$ cat src/rtl/data_memory_sequencer_pkg.sv
// Shared types and constants for the data memory sequencer: request modes,
// RV32I load/store funct3 encodings, sequencer states and a lane extender.
package JZJCoreFTypes;

  typedef enum logic [1:0] {
    NOP   = 2'b00,
    LOAD  = 2'b01,
    STORE = 2'b10
  } MemoryMode_t;

  typedef enum logic [1:0] {
    IDLE      = 2'b00,
    LOAD_WAIT = 2'b01,
    RMW_WRITE = 2'b10
  } SeqState_t;

  localparam logic [2:0] F3_B  = 3'b000;
  localparam logic [2:0] F3_H  = 3'b001;
  localparam logic [2:0] F3_W  = 3'b010;
  localparam logic [2:0] F3_BU = 3'b100;
  localparam logic [2:0] F3_HU = 3'b101;

  // Widen a byte (lane[7:0]) or halfword lane to 32 bits, sign or zero filled.
  function automatic logic [31:0] extend_lane(input logic [15:0] lane,
                                              input logic        is_half,
                                              input logic        is_signed);
    logic [31:0] result;
    if (is_half) begin
      result = {{16{is_signed & lane[15]}}, lane};
    end else begin
      result = {{24{is_signed & lane[7]}}, lane[7:0]};
    end
    return result;
  endfunction

endpackage

$ cat src/rtl/data_memory_sequencer_byte_lane_unit.sv
// Byte lane unit: extracts and extends the addressed lane of a RAM word for
// loads, and merges a byte/halfword of store data into a RAM word for
// read-modify-write stores.
module byte_lane_unit
  import JZJCoreFTypes::*;
(
  input  logic [2:0]  funct3,
  input  logic [1:0]  byte_offset,
  input  logic [31:0] read_word,
  input  logic [15:0] store_data,
  output logic [31:0] load_result,
  output logic [31:0] store_word
);

  logic [7:0]  byte_lane_s;
  logic [15:0] half_lane_s;

  // Pick the addressed byte and halfword out of the RAM word
  always_comb begin
    byte_lane_s = 8'h00;
    case (byte_offset)
      2'b00:   byte_lane_s = read_word[7:0];
      2'b01:   byte_lane_s = read_word[15:8];
      2'b10:   byte_lane_s = read_word[23:16];
      2'b11:   byte_lane_s = read_word[31:24];
      default: byte_lane_s = read_word[7:0];
    endcase
    if (byte_offset[1]) begin
      half_lane_s = read_word[31:16];
    end else begin
      half_lane_s = read_word[15:0];
    end
  end

  // Format the load result with sign or zero extension
  always_comb begin
    load_result = read_word;
    case (funct3)
      F3_B:    load_result = extend_lane({8'h00, byte_lane_s}, 1'b0, 1'b1);
      F3_BU:   load_result = extend_lane({8'h00, byte_lane_s}, 1'b0, 1'b0);
      F3_H:    load_result = extend_lane(half_lane_s, 1'b1, 1'b1);
      F3_HU:   load_result = extend_lane(half_lane_s, 1'b1, 1'b0);
      F3_W:    load_result = read_word;
      default: load_result = read_word;
    endcase
  end

  // Replace the addressed lane of the old word, preserving the other lanes
  always_comb begin
    store_word = read_word;
    case (funct3)
      F3_B: begin
        case (byte_offset)
          2'b00:   store_word[7:0]   = store_data[7:0];
          2'b01:   store_word[15:8]  = store_data[7:0];
          2'b10:   store_word[23:16] = store_data[7:0];
          2'b11:   store_word[31:24] = store_data[7:0];
          default: store_word[7:0]   = store_data[7:0];
        endcase
      end
      F3_H: begin
        if (byte_offset[1]) begin
          store_word[31:16] = store_data;
        end else begin
          store_word[15:0] = store_data;
        end
      end
      default: store_word = read_word;
    endcase
  end

endmodule

$ cat src/rtl/data_memory_sequencer.sv
// Data memory sequencer: runs RV32I loads and stores against a word-wide
// synchronous RAM with one cycle of read latency. Word stores complete in the
// request cycle; byte/half stores read the word and write the merged word in
// a second cycle. Loads return a formatted result one cycle after the read.
module data_memory_sequencer
  import JZJCoreFTypes::*;
#(
  parameter int RAM_ADDR_WIDTH = 12
) (
  input  logic                      clock,
  input  logic                      reset,
  input  MemoryMode_t               memoryMode,
  input  logic [2:0]                funct3,
  input  logic [31:0]               address,
  input  logic [31:0]               storeData,
  output logic [31:0]               loadData,
  output logic                      loadValid,
  output logic                      busy,
  output logic                      memoryUnalignedAccess,
  output logic                      memoryBadFunct3,
  output logic [RAM_ADDR_WIDTH-1:0] ramAddress,
  output logic                      ramWriteEnable,
  output logic [31:0]               ramWriteData,
  input  logic [31:0]               ramReadData
);

  SeqState_t                 state_q, state_d;
  logic [2:0]                funct3_q, funct3_d;
  logic [1:0]                offset_q, offset_d;
  logic [15:0]               store_lo_q, store_lo_d;
  logic [RAM_ADDR_WIDTH-1:0] word_addr_q, word_addr_d;
  logic [31:0]               load_data_q, load_data_d;
  logic                      load_valid_q, load_valid_d;
  logic                      busy_q, busy_d;

  logic                      is_load_s, is_store_s;
  logic                      bad_funct3_s, unaligned_s, accept_s;
  logic [RAM_ADDR_WIDTH-1:0] ram_address_s;
  logic                      ram_we_s;
  logic [31:0]               ram_wdata_s;
  logic                      bad_flag_s, unal_flag_s;
  logic [31:0]               lane_load_s, lane_store_s;
  logic                      unused_upper_addr_s;

  // Address bits above the RAM word index wrap and are deliberately dropped
  assign unused_upper_addr_s = ^address[31:RAM_ADDR_WIDTH+2];

  byte_lane_unit u_lanes (
    .funct3      (funct3_q),
    .byte_offset (offset_q),
    .read_word   (ramReadData),
    .store_data  (store_lo_q),
    .load_result (lane_load_s),
    .store_word  (lane_store_s)
  );

  // Validate the live request: bad funct3 first, then alignment for its size
  always_comb begin
    is_load_s    = (memoryMode == LOAD);
    is_store_s   = (memoryMode == STORE);
    bad_funct3_s = 1'b0;
    case (memoryMode)
      LOAD:    bad_funct3_s = (funct3 == 3'b011) || (funct3 == 3'b110) || (funct3 == 3'b111);
      STORE:   bad_funct3_s = (funct3 >= 3'b011);
      default: bad_funct3_s = 1'b0;
    endcase
    unaligned_s = 1'b0;
    if ((is_load_s || is_store_s) && !bad_funct3_s) begin
      case (funct3[1:0])
        2'b01:   unaligned_s = address[0];
        2'b10:   unaligned_s = (address[1:0] != 2'b00);
        default: unaligned_s = 1'b0;
      endcase
    end else begin
      unaligned_s = 1'b0;
    end
    accept_s = (is_load_s || is_store_s) && !bad_funct3_s && !unaligned_s;
  end

  // Next-state and RAM-side control for the IDLE / LOAD_WAIT / RMW_WRITE sequencer
  always_comb begin
    state_d       = state_q;
    funct3_d      = funct3_q;
    offset_d      = offset_q;
    store_lo_d    = store_lo_q;
    word_addr_d   = word_addr_q;
    load_data_d   = load_data_q;
    load_valid_d  = 1'b0;
    ram_address_s = word_addr_q;
    ram_we_s      = 1'b0;
    ram_wdata_s   = 32'h0000_0000;
    bad_flag_s    = 1'b0;
    unal_flag_s   = 1'b0;
    case (state_q)
      IDLE: begin
        ram_address_s = address[RAM_ADDR_WIDTH+1:2];
        bad_flag_s    = bad_funct3_s;
        unal_flag_s   = unaligned_s;
        if (accept_s) begin
          funct3_d    = funct3;
          offset_d    = address[1:0];
          store_lo_d  = storeData[15:0];
          word_addr_d = address[RAM_ADDR_WIDTH+1:2];
          if (is_load_s) begin
            state_d = LOAD_WAIT;
          end else if (funct3 == F3_W) begin
            ram_we_s    = 1'b1;
            ram_wdata_s = storeData;
            state_d     = IDLE;
          end else begin
            state_d = RMW_WRITE;
          end
        end else begin
          state_d = IDLE;
        end
      end
      LOAD_WAIT: begin
        load_data_d  = lane_load_s;
        load_valid_d = 1'b1;
        state_d      = IDLE;
      end
      RMW_WRITE: begin
        ram_we_s    = 1'b1;
        ram_wdata_s = lane_store_s;
        state_d     = IDLE;
      end
      default: begin
        state_d = IDLE;
      end
    endcase
    busy_d = (state_d != IDLE);
  end

  // Reset overrides the RAM strobe and flags so a pending RMW write never lands
  always_comb begin
    ramAddress = ram_address_s;
    if (reset) begin
      ramWriteEnable        = 1'b0;
      ramWriteData          = 32'h0000_0000;
      memoryBadFunct3       = 1'b0;
      memoryUnalignedAccess = 1'b0;
    end else begin
      ramWriteEnable        = ram_we_s;
      ramWriteData          = ram_wdata_s;
      memoryBadFunct3       = bad_flag_s;
      memoryUnalignedAccess = unal_flag_s;
    end
  end

  assign loadData  = load_data_q;
  assign loadValid = load_valid_q;
  assign busy      = busy_q;

  // Sequencer state, captured request and registered outputs
  always_ff @(posedge clock) begin
    if (reset) begin
      state_q      <= IDLE;
      funct3_q     <= 3'b000;
      offset_q     <= 2'b00;
      store_lo_q   <= 16'h0000;
      word_addr_q  <= '0;
      load_data_q  <= 32'h0000_0000;
      load_valid_q <= 1'b0;
      busy_q       <= 1'b0;
    end else begin
      state_q      <= state_d;
      funct3_q     <= funct3_d;
      offset_q     <= offset_d;
      store_lo_q   <= store_lo_d;
      word_addr_q  <= word_addr_d;
      load_data_q  <= load_data_d;
      load_valid_q <= load_valid_d;
      busy_q       <= busy_d;
    end
  end

endmodule

$ cat config.mk
export PLATFORM = sky130hd
export DESIGN_NAME = data_memory_sequencer
export DESIGN_NICKNAME = d
export VERILOG_FILES = /design/src/rtl/data_memory_sequencer_pkg.sv /design/src/rtl/data_memory_sequencer_byte_lane_unit.sv /design/src/rtl/data_memory_sequencer.sv
export SDC_FILE = /design/constraint.sdc
export NUM_CORES = 1
export LEC_CHECK = 0
export ABC_AREA = 1
export CAP_MARGIN = 10
export CORE_ASPECT_RATIO = 1.75
export CORE_MARGIN = 1.5
export CORE_UTILIZATION = 25
export CTS_CLUSTER_SIZE = 25
export DETAILED_ROUTE_END_ITERATION = 8
export DONT_BUFFER_PORTS = 1
export PLACE_DENSITY_LB_ADDON = 0.1
export SYNTH_ARGS = -nofsm -noshare
export SYNTH_HDL_FRONTEND = slang
export SYNTH_SLANG_ARGS = --single-unit
$ cat constraint.sdc
create_clock -name clock -period 3.2 [get_ports clock]
set_clock_uncertainty 0.15 [all_clocks]
set_input_delay 0.8 -clock clock [delete_from_list [all_inputs] [get_ports clock]]
set_output_delay 0.8 -clock clock [all_outputs]
set_load 0.01 [all_outputs]
Word-level counts from Yosys, hierarchy flattened --
Index checks and enable logic that the tools add are counted.
Operators by class: magnitude comparators 1, reductions and logical operators 13, mux-type cells 33, eq/ne operators 16
Operators by type and width (number):
- 2-to-1 mux 32 bit | 4
- case mux 32 bit (2 select lines) | 2
- case mux 32 bit (4 select lines) | 1
- 2-to-1 mux 16 bit | 3
- 2-to-1 mux 8 bit | 4
- case mux 8 bit (4 select lines) | 1
- equality test 3 bit, second input constant | 4
- 2-to-1 mux 12 bit | 1
- equality test 2 bit, second input constant | 5
- 2-to-1 mux 1 bit | 10
- equality test 2 x 1 -> 1 bit, second input constant | 4
- 2-to-1 mux 2 bit | 4
- equality test 3 x 2 -> 1 bit, second input constant | 2
- case mux 1 bit (2 select lines) | 3
- logical NOT 2 bit | 2
- nonzero test 2 bit | 2
- equality test 3 x 1 -> 1 bit, second input constant | 1
- greater-or-equal comparator 3 x 2 -> 1 bit, second input constant | 1
- logical NOT 3 bit | 1
- logical OR 1 bit | 3
- logical AND 1 bit | 2
- logical NOT 1 bit | 2
- AND reduction 2 bit | 1
Word-level totals: output and inout port bits 81, register bits 69, logic and storage cells 71, input bits 103

Depth between registers and ports, before layout --
Gate-level depths: netlist of run 1.
depth after elaboration 12, depth in mapped cells 9, gate-level depth less buffers 8

By module --
A second synthesis of run 1 with hierarchy kept.
Unflattened totals: cell total of the unflattened synthesis 850, area total of the unflattened synthesis 5052.3 µm²
By module, submodules not included:
- data_memory_sequencer | times used 1, cells each 485, sequential area each 1381.3 µm², area each 3291.9 µm²
- byte_lane_unit | times used 1, cells each 365, sequential area each 0.0 µm², area each 1760.4 µm²

Worst setup path before layout of run 1 --
OpenSTA, ideal clock, no wires.
path kind in2out, start input funct3[0], end output ramWriteData[14], required time 2.250 ns, buffers on the path 2, arrival time 2.055 ns, slack 0.195 ns, stages on the path 9, cell sequence inv_1 ha_1 o21ai_0 nand2_1 nand2_1 buf_2 buf_2 nand4_1 a21oi_1
Between the ends: word-level cells in the longest chain between the ends 12, elaborated cells on any way between the ends 21, those cells by class order compare (1); eq/ne (6); mux (8); reduce/logical (6)
RTL lines:
- start: declaration | RTL line data_memory_sequencer.sv:13 | input logic [2:0] funct3,
- parallel branches: the longest is 9 deep, another holds greater-or-equal comparator 3 x 2 -> 1 bit
- 2-to-1 mux 32 bit (*) | RTL line data_memory_sequencer.sv:99 | if (accept_s) begin
- case mux 32 bit (2 select lines) (*) | RTL line data_memory_sequencer.sv:94 | case (state_q)
- 2-to-1 mux 32 bit (*) | RTL line data_memory_sequencer.sv:137 | if (reset) begin
- end: declaration | RTL line data_memory_sequencer.sv:23 | output logic [31:0] ramWriteData,
Mark *: on every way between the ends.

Worst setup path in the final report of run 1 --
start input memoryMode[0], end output ramWriteData[8]
Between the ends: word-level cells in the longest chain between the ends 10, elaborated cells on any way between the ends 13, those cells by class eq/ne (2); mux (6); reduce/logical (5)
RTL lines:
- start: declaration | RTL line data_memory_sequencer.sv:12 | input MemoryMode_t memoryMode,
- equality test 2 bit / equality test 2 x 1 -> 1 bit (equally long branches) | RTL line data_memory_sequencer.sv:60, data_memory_sequencer.sv:62, data_memory_sequencer.sv:59
- case mux 1 bit (2 select lines) | RTL line data_memory_sequencer.sv:62 | case (memoryMode)
- logical NOT 1 bit | RTL line data_memory_sequencer.sv:68, data_memory_sequencer.sv:77
- logical AND 1 bit | RTL line data_memory_sequencer.sv:68, data_memory_sequencer.sv:77
- 2-to-1 mux 1 bit | RTL line data_memory_sequencer.sv:68 | if ((is_load_s || is_store_s) && !bad_funct3_s) begin
- logical NOT 1 bit | RTL line data_memory_sequencer.sv:77 | accept_s = (is_load_s || is_store_s) && !bad_funct3_s && !unaligned_s;
- logical AND 1 bit | RTL line data_memory_sequencer.sv:77
- 2-to-1 mux 32 bit (*) | RTL line data_memory_sequencer.sv:99
- case mux 32 bit (2 select lines) (*) | RTL line data_memory_sequencer.sv:94
- 2-to-1 mux 32 bit (*) | RTL line data_memory_sequencer.sv:137
Mark *: on every way between the ends. The rest lies on a longest branch, timed or not.

==> results of run 1 <==
final cells by class:
class / count / area share [%]
Timing Repair Buffer: 48 / 7.59
Tap cell: 234 / 5.54
Sequential cell: 69 / 26.1
Inverter: 50 / 3.55
Multi-Input combinational cell: 553 / 51.5
Clock buffer: 9 / 4.26
Clock inverter: 7 / 1.44
cell usage in the layout (no fill, tap or decap), drive strengths merged:
master,netlist,routed
buf,35,48
o211ai,19,19
a21oi,104,104
inv,50,50
nand2,176,176
nor2,55,55
clkbuf,26,9
o22ai,1,1
clkinv,0,4
clkinvlp,0,2
nor3,2,2
o21a,1,1
a21boi,1,1
or2,7,7
dfxtp,69,69
nand4,67,67
nand3b,1,1
o21ai,37,37
nand3,76,76
bufinv,0,1
ha,5,5
and2,1,1
worst min path at each step:
| stage | from | cells after the start | slack, ps | to |
|---|---|---|---|---|
| 5_1_grt | word_addr_q[1] | 2 | 330 | word_addr_q[1] |
| 4_1_cts | word_addr_q[0] | 2 | 310 | word_addr_q[0] |
| 3_5_place_dp | word_addr_q[0] | 2 | 300 | word_addr_q[0] |
| 6_report | word_addr_q[9] | 2 | 320 | word_addr_q[9] |
| 3_3_place_gp | word_addr_q[7] | 2 | 300 | word_addr_q[7] |
| 2_1_floorplan | word_addr_q[0] | 2 | 290 | word_addr_q[0] |
worst max-delay path: cells and delay by family:
kind,cells,cell delay [ps]
buf+inv,4,420
fa+ha+maj,1,290
compound gates,2,340
simple gates,2,200
per-stage QoR:
step                cells  utilization, %  power (W)  hold slack [ps]
detailed placement    954            27.7    0.00155              302
global route          970            29.4    0.00269              334
floorplan             733               -    0.00140              290
finish                970            29.4    0.00255              315
global placement      954            27.7    0.00155              296
CTS                   970            29.4    0.00259              312
metal layers:
metal | track usage [%] | vias to the layer above | wire, um
li1 | - | 2500 | -
met1 | 20.1 | 2344 | 6820
met2 | 34.2 | 222 | 9280
met3 | 5.67 | 30 | 1530
met4 | 9.81 | 0 | 803
met5 | 0 | - | 0
logic make-up (layout without fill, tap and decap cells):
group / Yosys count / after routing / share of synthesized area [%]
adder cells (fa/ha/maj): 5 / 5 / 1.37
AO/OA/AOI/OAI: 163 / 163 / 19.1
buffers and inverters: 111 / 114 / 10.7
AND/OR/NAND/NOR: 385 / 385 / 38.7
flip-flops: 69 / 69 / 30.2
state kept, by name, indices dropped and copies added (netlist names):
register,count
busy,1
funct3_q,3
loadData,32
loadValid,1
offset_q,2
state_q,2
store_lo_q,16
word_addr_q,12
report_power, final:
group,switching [W],internal [W]
Clock,0.000419,0.000606
Sequential,0.0000563,0.000911
Combinational,0.000385,0.000177
==> impl_metrics.json, run 1 <==
{
  "status": "complete, no violations",
  "rrSetupSlack_ps": 1200,
  "nets": 839,
  "synth_top_area_share_pct": 30.2,
  "worst_path_max_delay_cell": "ha_1",
  "avgSynthCellArea_sq_um": 6.25,
  "synth_enable_flop_cells": 0,
  "crit_chain": "inv_1, ha_1, inv_1, nand2_1, a21oi_4, buf_12, nand4_1, a21oi_1, buf_4",
  "antenna_found_initial": 0,
  "start_util_pct": 25.5,
  "syn_area_sq_mm": 0.00458,
  "wl_mm": 18.4,
  "synthDistinctLibCells": 29,
  "rsz0062_at_grt": "false",
  "setup_ws_ps": 167,
  "fillers": 2017,
  "worst-setup-path-type": "primary input to output port",
  "worstSetupStartpointType": "primary input",
  "detail-route-antenna-nets": 0,
  "fmaxAchievable_mhz": 330,
  "multi_input_area_sq_mm": 0.00272,
  "arrival_ps": 2080,
  "grt_pass1_vias": 4921,
  "worst_path_largest_cell_delay_ps": 290,
  "grt_usage_pct": 19.2,
  "r2r_cells": 8,
  "netlist_instances": 733,
  "peakVddDrop_mv": 0.195,
  "ys_async_sr_fraction_pct": 0,
  "finalSetupViolCount": 0,
  "place_ws_ps": 174,
  "drc": 0,
  "viasPerCell": 5.25,
  "clock-sinks": 69,
  "synthesis.nets": 841,
  "htree_levels": 3,
  "hpwlAfterDp_mm": 14.5,
  "critPathLaunch": "memoryMode[0]",
  "seqCellArea_sq_mm": 0.00138,
  "portBuffers": 0,
  "chipHeight_um": 182,
  "cts_hold_buf": 0,
  "finalMaxSlewViolations": 0,
  "crit_top_cell": "inv_1",
  "p_per_area_mw_per_mm2": 483,
  "numCtsBuffers": 9,
  "ys_top_cells_by_area": "dfxtp_1 30%, nand2_1 14%, a21oi_1 11%, nand4_1 9.2%, nand3_1 8.0%",
  "yosysMostFrequentCell": "nand2_1",
  "finalInstanceArea_sq_mm": 0.00529,
  "path_clk_slew_ps": 60,
  "first_iter_violations": 293,
  "drive_gt1_share_pct": 11.7,
  "cts_tree": "built",
  "io_pins": 184,
  "clk_latency_ps": 340,
  "avgRoutedWirePerCell_um": 19.0,
  "grt_pass1_wl_mm": 28.1,
  "finalCriticalPeriod_ps": 3030,
  "placementRows": 65,
  "ys.flop_type": "dfxtp_1",
  "die_x_um": 105,
  "crit_end": "ramWriteData[8]",
  "tns_ps": 0,
  "clock-root-buffer": "clkbuf_16",
  "gp_congestion": 0.877,
  "die-area_sq_mm": 0.0192,
  "r2r_start": "offset_q[1]",
  "yosysWarnings": 0,
  "cts_setup_buffers": 0,
  "min_period_over_period_pct": 94.8,
  "finalHoldViolations": 0,
  "cts_resized": 0,
  "endpoint_kind": "output port",
  "yosysSeqAreaShare_pct": 30.2,
  "synth_common_cells": "175 x nand2_1, 103 x a21oi_1, 73 x nand3_1",
  "leakage_nw": 2.20,
  "grt_max_degree": 86,
  "cts_buffer_depth": 2,
  "rr_endpoint": "loadData[16]",
  "vias": 5096,
  "cp_data_required_time_ps": 2250,
  "relSlewSlack_pct": 62.0,
  "diodes": 0,
  "tightest_slew_ps": 569,
  "dr.pass1.iters": 5,
  "syn_to_final_growth_pct": 15.5,
  "yosysTopAreaCell": "dfxtp_1",
  "worstPathMaxFanout": 29,
  "maxCapViolCount": 0,
  "hp-class": "register to register",
  "core_area_sq_mm": 0.0180,
  "dpl-instance-area_sq_mm": 0.00498,
  "ys_ff_latch": 69,
  "grt_overflow_total": 0
}
Note: power is estimated with default switching activity, not from simulation.
==> inputs of run 2 (changes only) <==
--- a/config.mk
+++ b/config.mk
@@ -10,7 +10,6 @@
 export CORE_ASPECT_RATIO = 1.75
 export CORE_MARGIN = 1.5
 export CORE_UTILIZATION = 25
-export CTS_CLUSTER_SIZE = 25
 export DETAILED_ROUTE_END_ITERATION = 8
 export DONT_BUFFER_PORTS = 1
 export PLACE_DENSITY_LB_ADDON = 0.1
==> results of run 2 <==
Same layout as run 1: the final DEF is identical, and so are final timing and power.
==> inputs of run 3 (changes only) <==
--- a/config.mk
+++ b/config.mk
@@ -10,9 +10,11 @@
 export CORE_ASPECT_RATIO = 1.75
 export CORE_MARGIN = 1.5
 export CORE_UTILIZATION = 25
+export CTS_BUF_LIST = sky130_fd_sc_hd__clkbuf_2 sky130_fd_sc_hd__clkbuf_4 sky130_fd_sc_hd__clkbuf_8
 export DETAILED_ROUTE_END_ITERATION = 8
 export DONT_BUFFER_PORTS = 1
 export PLACE_DENSITY_LB_ADDON = 0.1
 export SYNTH_ARGS = -nofsm -noshare
 export SYNTH_HDL_FRONTEND = slang
 export SYNTH_SLANG_ARGS = --single-unit
+export TNS_END_PERCENT = 50
==> constraint.sdc (replaced) <==
create_clock -name clock -period 3.2 [get_ports clock]
set_clock_uncertainty 0.15 [all_clocks]
set_input_delay 0.8 -clock clock [delete_from_list [all_inputs] [get_ports clock]]
set_output_delay 0.8 -clock clock [all_outputs]
set_load 0.005 [all_outputs]
==> impl_metrics.json, run 3 (synthesis gave the netlist of run 1 again) <==
{
  "status": "complete, no violations",
  "viasPerCell": 5.26,
  "numCtsBuffers": 9,
  "worst-setup-path-type": "primary input to output port",
  "largest_register_ffs": 32,
  "path_clk_slew_ps": 80,
  "arrival_ps": 2050,
  "chipHeight_um": 182,
  "tightest_slew_ps": 567,
  "first_iter_violations": 328,
  "p_int_w": 0.00136,
  "leakage_nw": 2.03,
  "diodes": 0,
  "grt_usage_pct": 19.1,
  "rr_endpoint": "loadData[16]",
  "io_pins": 184,
  "maxCapViolCount": 0,
  "seq_power_share_pct": 44.5,
  "fin_util_pct": 27.9,
  "dr.pass1.iters": 6,
  "finalCriticalPeriod_ps": 3000,
  "avgRoutedWirePerCell_um": 19.6,
  "endpoint_kind": "output port",
  "finalMaxSlewViolations": 0,
  "p_per_area_mw_per_mm2": 432,
  "placementRows": 65,
  "cts_tree": "built",
  "r2r_cells": 8,
  "vias": 4981,
  "fillers": 2039,
  "grt_pass1_vias": 4762,
  "rsz0062_at_grt": "false",
  "core_area_sq_mm": 0.0180,
  "portBuffers": 0,
  "layout_commonest_cell": "nand2_1",
  "drive_gt1_share_pct": 8.84,
  "clk_latency_ps": 350,
  "grt_pass1_wl_mm": 28.2,
  "start_util_pct": 25.5,
  "relSlewSlack_pct": 62.1,
  "finalHoldViolations": 0,
  "clock-sinks": 69,
  "combPwrFrac_pct": 25.1,
  "setup_ws_ps": 196,
  "htree_levels": 3,
  "min_period_over_period_pct": 93.9,
  "switching_share_pct": 37.1,
  "rrSetupSlack_ps": 1130,
  "clock-root-buffer": "clkbuf_8",
  "mostFrequentLayoutCells": "174 x nand2_1, 103 x a21oi_1, 73 x nand3_1, 69 x dfxtp_1, 67 x nand4_1",
  "p_total_w": 0.00217,
  "hpwlAfterDp_mm": 14.4,
  "tns_ps": 0,
  "fmaxAchievable_mhz": 333,
  "die-area_sq_mm": 0.0192,
  "p_sw_w": 0.000804,
  "finalSetupViolCount": 0,
  "detail-route-antenna-nets": 0,
  "nets": 816,
  "cts_setup_buffers": 0,
  "hp-class": "register to register",
  "cts_hold_buf": 0,
  "place_ws_ps": 202,
  "peakVddDrop_mv": 0.166,
  "worstSetupStartpointType": "primary input",
  "cp_data_required_time_ps": 2250,
  "syn_to_final_growth_pct": 9.70,
  "r2r_start": "offset_q[1]",
  "min_from": "word_addr_q[7]",
  "pwr-share-clk_pct": 30.4,
  "grt_overflow_total": 0,
  "grt_max_degree": 86,
  "antenna_found_initial": 0,
  "drc": 0,
  "worstPathMaxFanout": 28,
  "dpl-instance-area_sq_mm": 0.00484,
  "cts_buffer_depth": 2,
  "die_x_um": 105,
  "gp_congestion": 0.855,
  "hold_path_end": "word_addr_q[7]",
  "wl_mm": 18.5,
  "finalInstanceArea_sq_mm": 0.00502,
  "min_path_cells": 2
}
[run 3: per-layer routing]
layer  vias to the layer above  wire length (um)  part of all wire [%]  GRT usage [%]
met5                         -                 0                     0              0
met4                         0               812                   4.4           9.53
met3                        31              1340                   7.2           5.06
met2                       201              9340                    50           33.3
met1                      2286              7060                    38           21.2
li1                       2463                 -                     -              -
[run 3: worst max-delay path by stage]
stage / from / endpoint / slack (ps) / cells past startpoint
2_1_floorplan: funct3[0] / ramWriteData[14] / 270 / 9
3_3_place_gp: memoryMode[0] / ramWriteData[6] / 220 / 9
3_5_place_dp: memoryMode[0] / ramWriteData[6] / 200 / 9
4_1_cts: funct3_q[1] / ramWriteData[1] / 90 / 5
5_1_grt: funct3_q[0] / ramWriteData[16] / 80 / 6
6_report: memoryMode[0] / ramWriteData[16] / 200 / 9
[run 3: power by group through the flow]
stage,Combinational (W),Clock [W],Sequential (W)
after CTS,0.000548,0.000697,0.000964
final,0.000545,0.000659,0.000964
after detailed placement,0.000546,0,0.000984
after global routing,0.000609,0.000724,0.000971
after floorplan,0.000425,0,0.000962
after global placement,0.000542,0,0.000983
[run 3: critical path: stages]
cell and delay, ps:
inv_1 20, ha_1 290, inv_1 70, nand2_1 80, a21oi_4 190, buf_12 200, nand4_1 110, a21oi_1 150
buf_4 130
[run 3: area by class of cell]
type / count / area, sq um / share of cell area [%]
clock inverters: 7 / 51.3 / 1.02
repair buffers: 24 / 255 / 5.08
flip-flops and latches: 69 / 1380 / 27.5
clock buffers: 9 / 124 / 2.47
inverters: 50 / 188 / 3.74
well taps: 234 / 293 / 5.83
multi-input cells: 554 / 2730 / 54.4
[run 3: timing repair]
item                                    4_1_cts  5_1_grt
endpoints found under the hold margin         0        0
gates resized for setup                       0        1
endpoints found under the setup margin        0        8
[run 3: per-stage QoR]
stage                     cells  hold WS [ps]
after global placement      930           295
after CTS                   946           312
after detailed placement    930           300
final                       947           313
after floorplan             733           290
after global routing        947           329
